==> src/rtl/ssd_msg_scroller_if.sv <==
// Control, buffer-write and display-pin bundle for the scrolling 7-segment driver.
// The master drives message/scroll controls; the slave (the driver) owns the pins.
interface ssd_msg_scroller_if #(
  parameter int NUM_DIGITS = 4,
  parameter int AW         = 3
);
  logic                  wr_en;
  logic [AW-1:0]         wr_addr;
  logic [4:0]            wr_char;
  logic                  scroll_en;
  logic                  scroll_dir;
  logic                  pos_load;
  logic [AW-1:0]         pos_val;
  logic [6:0]            seg;
  logic                  dp;
  logic [NUM_DIGITS-1:0] an;
  logic [AW-1:0]         pos;
  logic                  scroll_tick;

  modport master (
    output wr_en, wr_addr, wr_char, scroll_en, scroll_dir, pos_load, pos_val,
    input  seg, dp, an, pos, scroll_tick
  );

  modport slave (
    input  wr_en, wr_addr, wr_char, scroll_en, scroll_dir, pos_load, pos_val,
    output seg, dp, an, pos, scroll_tick
  );
endinterface

==> src/rtl/ssd_msg_scroller.sv <==
// Multiplexed common-anode 7-segment driver showing a NUM_DIGITS window of a
// writable MSG_LEN-character buffer that can scroll, pause and be repositioned.
module ssd_msg_scroller #(
  parameter int NUM_DIGITS  = 4,
  parameter int MSG_LEN     = 8,
  parameter int REFRESH_DIV = 1024,
  parameter int SCROLL_DIV  = 30000000,
  parameter int AW          = $clog2(MSG_LEN)
) (
  input logic               clk,
  input logic               rst,
  ssd_msg_scroller_if.slave bus
);

  localparam int RW = (REFRESH_DIV > 1) ? $clog2(REFRESH_DIV) : 1;
  localparam int SW = (SCROLL_DIV > 1) ? $clog2(SCROLL_DIV) : 1;
  localparam int DW = (NUM_DIGITS > 1) ? $clog2(NUM_DIGITS) : 1;
  localparam int IW = (MSG_LEN > 1) ? $clog2(MSG_LEN) : 1;
  localparam logic [4:0] BLANK_CODE = 5'd16;

  function automatic logic [6:0] decode(input logic [4:0] code);
    logic [6:0] s;
    case (code)
      5'd0:    s = 7'b1000000;
      5'd1:    s = 7'b1111001;
      5'd2:    s = 7'b0100100;
      5'd3:    s = 7'b0110000;
      5'd4:    s = 7'b0011001;
      5'd5:    s = 7'b0010010;
      5'd6:    s = 7'b0000010;
      5'd7:    s = 7'b1111000;
      5'd8:    s = 7'b0000000;
      5'd9:    s = 7'b0010000;
      5'd10:   s = 7'b0001000;
      5'd11:   s = 7'b0000011;
      5'd12:   s = 7'b1000110;
      5'd13:   s = 7'b0100001;
      5'd14:   s = 7'b0000110;
      5'd15:   s = 7'b0001110;
      5'd17:   s = 7'b1000111;
      5'd18:   s = 7'b1000110;
      5'd19:   s = 7'b0001100;
      5'd20:   s = 7'b0001001;
      5'd21:   s = 7'b1000001;
      5'd22:   s = 7'b0111111;
      default: s = 7'b1111111;
    endcase
    return s;
  endfunction

  logic [4:0]            buf_r [MSG_LEN];
  logic [RW-1:0]         refresh_cnt_r;
  logic [SW-1:0]         scroll_cnt_r;
  logic [DW-1:0]         digit_r;
  logic [AW-1:0]         pos_r;
  logic [6:0]            seg_r;
  logic [NUM_DIGITS-1:0] an_r;
  logic                  tick_r;

  logic [AW:0]           idx_sum_s;
  logic [AW:0]           idx_s;
  logic [AW-1:0]         pos_step_s;
  logic [AW-1:0]         pos_load_val_s;
  logic                  wr_ok_s;
  logic                  refresh_tc_s;
  logic                  scroll_tc_s;

  // Window index of the digit being refreshed, next scroll position and input qualification.
  always_comb begin
    idx_sum_s = {1'b0, pos_r} + (AW+1)'(NUM_DIGITS-1) - (AW+1)'(digit_r);
    if (idx_sum_s >= (AW+1)'(MSG_LEN)) begin
      idx_s = idx_sum_s - (AW+1)'(MSG_LEN);
    end else begin
      idx_s = idx_sum_s;
    end

    if (bus.scroll_dir) begin
      if (pos_r == AW'(0)) begin
        pos_step_s = AW'(MSG_LEN-1);
      end else begin
        pos_step_s = pos_r - AW'(1);
      end
    end else begin
      if (pos_r == AW'(MSG_LEN-1)) begin
        pos_step_s = AW'(0);
      end else begin
        pos_step_s = pos_r + AW'(1);
      end
    end

    if ({1'b0, bus.pos_val} >= (AW+1)'(MSG_LEN)) begin
      pos_load_val_s = AW'(0);
    end else begin
      pos_load_val_s = bus.pos_val;
    end

    wr_ok_s      = bus.wr_en && ({1'b0, bus.wr_addr} < (AW+1)'(MSG_LEN));
    refresh_tc_s = (refresh_cnt_r == RW'(REFRESH_DIV-1));
    scroll_tc_s  = (scroll_cnt_r == SW'(SCROLL_DIV-1));
  end

  // Message buffer; out-of-range writes are dropped.
  always_ff @(posedge clk) begin
    if (rst) begin
      for (int i = 0; i < MSG_LEN; i++) begin
        buf_r[i] <= BLANK_CODE;
      end
    end else if (wr_ok_s) begin
      buf_r[IW'(bus.wr_addr)] <= bus.wr_char;
    end
  end

  // Digit multiplexing: the digit selected before the advance is the one lit on this edge.
  always_ff @(posedge clk) begin
    if (rst) begin
      refresh_cnt_r <= RW'(0);
      digit_r       <= DW'(0);
      seg_r         <= 7'b1111111;
      an_r          <= {NUM_DIGITS{1'b1}};
    end else if (refresh_tc_s) begin
      refresh_cnt_r <= RW'(0);
      seg_r         <= decode(buf_r[IW'(idx_s)]);
      an_r          <= ~(NUM_DIGITS'(1) << digit_r);
      if (digit_r == DW'(NUM_DIGITS-1)) begin
        digit_r <= DW'(0);
      end else begin
        digit_r <= digit_r + DW'(1);
      end
    end else begin
      refresh_cnt_r <= refresh_cnt_r + RW'(1);
    end
  end

  // Scroll timer and window position; a load wins over a coincident step and never ticks.
  always_ff @(posedge clk) begin
    if (rst) begin
      scroll_cnt_r <= SW'(0);
      pos_r        <= AW'(0);
      tick_r       <= 1'b0;
    end else if (bus.pos_load) begin
      scroll_cnt_r <= SW'(0);
      pos_r        <= pos_load_val_s;
      tick_r       <= 1'b0;
    end else if (bus.scroll_en && scroll_tc_s) begin
      scroll_cnt_r <= SW'(0);
      pos_r        <= pos_step_s;
      tick_r       <= 1'b1;
    end else if (bus.scroll_en) begin
      scroll_cnt_r <= scroll_cnt_r + SW'(1);
      tick_r       <= 1'b0;
    end else begin
      tick_r       <= 1'b0;
    end
  end

  assign bus.seg         = seg_r;
  assign bus.an          = an_r;
  assign bus.pos         = pos_r;
  assign bus.scroll_tick = tick_r;
  assign bus.dp          = 1'b1;

endmodule
==> src/flat_wrapper.sv <==
// flat-port wrapper written by rule: the top's interface ports become plain ports
module ssd_msg_scroller_flat 
#(
  parameter int NUM_DIGITS  = 4,
  parameter int MSG_LEN     = 8,
  parameter int REFRESH_DIV = 1024,
  parameter int SCROLL_DIV  = 30000000,
  parameter int AW          = $clog2(MSG_LEN)
)
  (clk, rst, bus_wr_en, bus_wr_addr, bus_wr_char, bus_scroll_en, bus_scroll_dir, bus_pos_load, bus_pos_val, bus_seg, bus_dp, bus_an, bus_pos, bus_scroll_tick);
  ssd_msg_scroller_if #(.NUM_DIGITS(NUM_DIGITS), .AW(AW)) bus_i ();
  input logic clk;
  input logic rst;
  input wire logic [$bits(bus_i.wr_en)-1:0] bus_wr_en;
  input wire logic [$bits(bus_i.wr_addr)-1:0] bus_wr_addr;
  input wire logic [$bits(bus_i.wr_char)-1:0] bus_wr_char;
  input wire logic [$bits(bus_i.scroll_en)-1:0] bus_scroll_en;
  input wire logic [$bits(bus_i.scroll_dir)-1:0] bus_scroll_dir;
  input wire logic [$bits(bus_i.pos_load)-1:0] bus_pos_load;
  input wire logic [$bits(bus_i.pos_val)-1:0] bus_pos_val;
  output wire logic [$bits(bus_i.seg)-1:0] bus_seg;
  output wire logic [$bits(bus_i.dp)-1:0] bus_dp;
  output wire logic [$bits(bus_i.an)-1:0] bus_an;
  output wire logic [$bits(bus_i.pos)-1:0] bus_pos;
  output wire logic [$bits(bus_i.scroll_tick)-1:0] bus_scroll_tick;
  assign bus_i.wr_en = bus_wr_en;
  assign bus_i.wr_addr = bus_wr_addr;
  assign bus_i.wr_char = bus_wr_char;
  assign bus_i.scroll_en = bus_scroll_en;
  assign bus_i.scroll_dir = bus_scroll_dir;
  assign bus_i.pos_load = bus_pos_load;
  assign bus_i.pos_val = bus_pos_val;
  assign bus_seg = bus_i.seg;
  assign bus_dp = bus_i.dp;
  assign bus_an = bus_i.an;
  assign bus_pos = bus_i.pos;
  assign bus_scroll_tick = bus_i.scroll_tick;
  ssd_msg_scroller #(.NUM_DIGITS(NUM_DIGITS), .MSG_LEN(MSG_LEN), .REFRESH_DIV(REFRESH_DIV), .SCROLL_DIV(SCROLL_DIV), .AW(AW)) u_core (.clk(clk), .rst(rst), .bus(bus_i));
endmodule
==> config.mk <==
export PLATFORM = sky130hd
export DESIGN_NAME = ssd_msg_scroller_flat
export DESIGN_NICKNAME = d
export VERILOG_FILES = /design/src/rtl/ssd_msg_scroller_if.sv /design/src/rtl/ssd_msg_scroller.sv /design/src/flat_wrapper.sv
export SDC_FILE = /design/constraint.sdc
export NUM_CORES = 1
export LEC_CHECK = 0
export ABC_AREA = 1
export BUFFER_PORTS_ARGS = -buffer_cell sky130_fd_sc_hd__clkbuf_2
export CAP_MARGIN = 0
export CORE_ASPECT_RATIO = 1.2
export CORE_MARGIN = 3
export CORE_UTILIZATION = 40
export CTS_CLUSTER_SIZE = 12
export DETAILED_ROUTE_END_ITERATION = 8
export PLACE_DENSITY_LB_ADDON = 0.08
export REMOVE_ABC_BUFFERS = 1
export SYNTH_ARGS = -nofsm -noshare
export SYNTH_HDL_FRONTEND = slang
export SYNTH_SLANG_ARGS = --single-unit
==> constraint.sdc <==
create_clock -name clk -period 3.3 [get_ports clk]
set_clock_uncertainty 0.2 [all_clocks]
set_input_delay 0.165 -clock clk [delete_from_list [all_inputs] [get_ports clk]]
set_output_delay 0.165 -clock clk [all_outputs]
set_load 0.02 [all_outputs]
==> impl_metrics.py <==
metrics = {
    "clocking": {
        "clkLatencyLatePin_ns": 0.34,
        "post_cts_buffers": 0,
        "clkTransAtPathRegs_ns": 0.06,
        "cts-root-buf": "clkbuf_16",
        "ctsLongestPathBuffers": 2,
        "cts_buffers": 9,
        "cts_sinks": 92,
        "ctsHtreeMaxLevel": 3,
        "tritoncts": "done",
        "cts_hold_buf": 6,
        "ctsResizeCount": 0,
    },
    "timing": {
        "min_period_ns": 2.862,
        "fin_tns_setup_ns": 0,
        "hold_viol": 0,
        "slew_headroom_pct": 55.32,
        "drv_slew": 0,
        "finalCritPeriodShare_pct": 86.73,
        "setup_violations": 0,
        "hold_slack_ns": 0.01892,
        "rsz0062_at_grt": "no",
        "fmaxAchievable_mhz": 349.4,
        "worst_pin_slew_ns": 0.6694,
    },
    "critical_path": {
        "critPathKind": "reg2reg",
        "end_kind": "register",
        "worstSetupStartpointType": "register",
        "arrival_ns": 2.94,
        "cp_max_fo": 11,
        "rr_worst_depth": 16,
        "required_ns": 3.38,
    },
    "synth": {
        "synth_ff_type": "dfxtp_1",
        "synth_seq_cells": 92,
        "async_reset_ff_share_pct": 0,
        "yosysWarnings": 0,
        "synth.distinct_cells": 37,
        "synth_edf_count": 40,
        "syn_area_sq_mm": 0.005090,
        "seq_area_frac_synth_pct": 44.05,
        "netlist_instances": 660,
        "synth.avg_cell_area_sq_um": 7.712,
    },
    "global_route": {
        "grt_start_max_net_pins": 23,
        "overflow": 0,
        "antenna_found_initial": 0,
        "grt_usage_pct": 16.25,
        "grt_pass1_vias": 3873,
        "grt_pass1_wl_um": 18160,
    },
    "final_layout": {
        "nNetsFinal": 736,
        "final_cell_mix": "nand2_1 (165), nor2_1 (108), inv_1 (76)",
        "n_fill_cell": 1224,
        "final_common_cell": "nand2_1",
        "antennaDiodeCount": 0,
        "drive_gt1_share_pct": 12.66,
        "syn2layout_area_growth_pct": 11.87,
    },
    "power_and_ir_drop": {
        "power.density_mw_per_mm2": 472.4,
        "p_leak_nw": 2.406,
        "ir_worst_vdd_uv": 241.8,
    },
    "job": {
        "drv_cap": 0,
    },
    "floorplan": {
        "fp.dieArea_sq_mm": 0.01412,
        "core_sq_mm": 0.01228,
        "rows": 44,
        "die_h_um": 129.6,
        "die_w_um": 109.0,
        "io_pins": 33,
        "floorplan.initialDensity_pct": 41.46,
    },
    "route": {
        "first_iter_violations": 189,
        "routed_via_density": 4.758,
        "drc_errors": 0,
        "drtAntennaViolNets": 0,
        "finalWirelength_um": 10700,
        "num_vias": 4111,
        "post_drt_wl_per_cell_um": 12.38,
        "detail_route.first_pass.iterations": 5,
    },
    "placed_design": {
        "hpwl_um": 8115,
        "port_buffers": 31,
        "gp_congestion": 0.8399,
    },
    "status": {
        "status": "complete, no violations",
    },
    "min_path": {
        "hp-class": "in2reg",
        "hold_path_depth": 3,
    },
}
-- per-layer routing --
metal  GRT usage (%)  vias to the layer above  wire length (um)  share of wire (%)
li1                -                     2181                 -                  -
met1           22.21                     1823              5357                 50
met2           25.16                       92              4649                 43
met3           2.541                       15               459                4.3
met4           7.652                        0               230                2.2
met5               0                        -                 0                  0
-- flip-flops by register name, indices dropped and copies added, names as in the netlist --
name                    flops
u_core.buf_r               40
u_core.digit_r              2
u_core.scroll_cnt_r        25
u_core.bus.seg              7
u_core.refresh_cnt_r       10
u_core.bus.an               4
u_core.bus.scroll_tick      1
u_core.bus.pos              3
-- power breakdown --
group	internal (mW)	leakage [nW]	switching [mW]
registers	1.23	0.808	0.0201
logic	0.165	1.46	0.350
clock network	0.522	0.139	0.407
-- per-stage QoR --
stage	utilization, %	power [mW]	setup WS (ns)	cells	cell area [sq um]
after floorplan	-	1.644	0.5441	646	4977
after global placement	43.69	1.775	0.5552	842	5364
after detailed placement	43.69	1.775	0.4886	842	5364
after CTS	46.38	2.720	0.4567	864	5694
after global routing	46.38	2.837	0.1614	864	5694
final	46.38	2.690	0.4378	864	5694
-- worst max-delay path: stages, from the launching register on --
cell     delay (ns)
dfxtp_1        0.36
inv_1          0.10
ha_1           0.29
ha_1           0.32
inv_1          0.26
nand3_1        0.14
nand2_1        0.09
nand2_1        0.05
o21ai_1        0.23
ha_1           0.35
inv_1          0.06
nand2_1        0.05
nand3_1        0.07
nand2_1        0.05
nand2_1        0.05
nor2_1         0.04
nor2_1         0.07
-- kinds of logic (layout without fill, tap and decap cells) --
family                   count (synthesis)  after routing  share of synthesized area, %
AND/OR/NAND/NOR                        385            385                         34.32
buffers and inverters                   94            137                         8.161
flip-flops                              92             92                         44.05
AO/OA/AOI/OAI                           50             50                         5.310
adder cells (fa/ha/maj)                 21             21                         5.162
XOR/XNOR                                17             17                         2.925
other                                    1              1                       0.07368
-- cells in the mapped netlist, types with 4 or more instances --
cell type | count | area, sq um
buf_6 | 5 | 56.30
nor2_2 | 5 | 31.28
nor3_1 | 15 | 75.07
nand2_2 | 8 | 50.05
inv_2 | 4 | 15.01
xor2_1 | 11 | 96.34
nand2_4 | 4 | 45.04
nand3_1 | 52 | 260.3
dfxtp_1 | 52 | 1041
edfxtp_1 | 40 | 1201
ha_1 | 21 | 262.8
xnor2_1 | 6 | 52.55
buf_4 | 5 | 37.54
o21ai_0 | 14 | 70.07
inv_1 | 75 | 281.5
nand2_1 | 165 | 619.3
o21ai_1 | 4 | 20.02
nand4_1 | 7 | 43.79
a21oi_1 | 28 | 140.1
nor2_1 | 108 | 405.4
nor2_4 | 5 | 56.30
-- path summary, 6_finish.rpt --
check / slack (ns) / from / end
max: 0.44 / u_core.digit_r[1] / u_core.bus.seg[3]
min: 0.02 / bus_wr_char[4] / u_core.buf_r[0][4]
max reg2reg: 0.44 / u_core.digit_r[1] / u_core.bus.seg[3]
min reg2reg: 0.26 / u_core.refresh_cnt_r[0] / u_core.refresh_cnt_r[0]
-- final cells by class --
cell class,instances,area (sq um),area share [%]
Multi-Input combinational cell,474,2432,42.72
Sequential cell,92,2242,39.38
Inverter,80,302.8,5.318
Timing Repair Buffer,41,245.2,4.307
Clock buffer,10,239.0,4.197
Tap cell,161,201.4,3.538
Clock inverter,6,31.28,0.5493
Power figures use the tool's default switching activity.
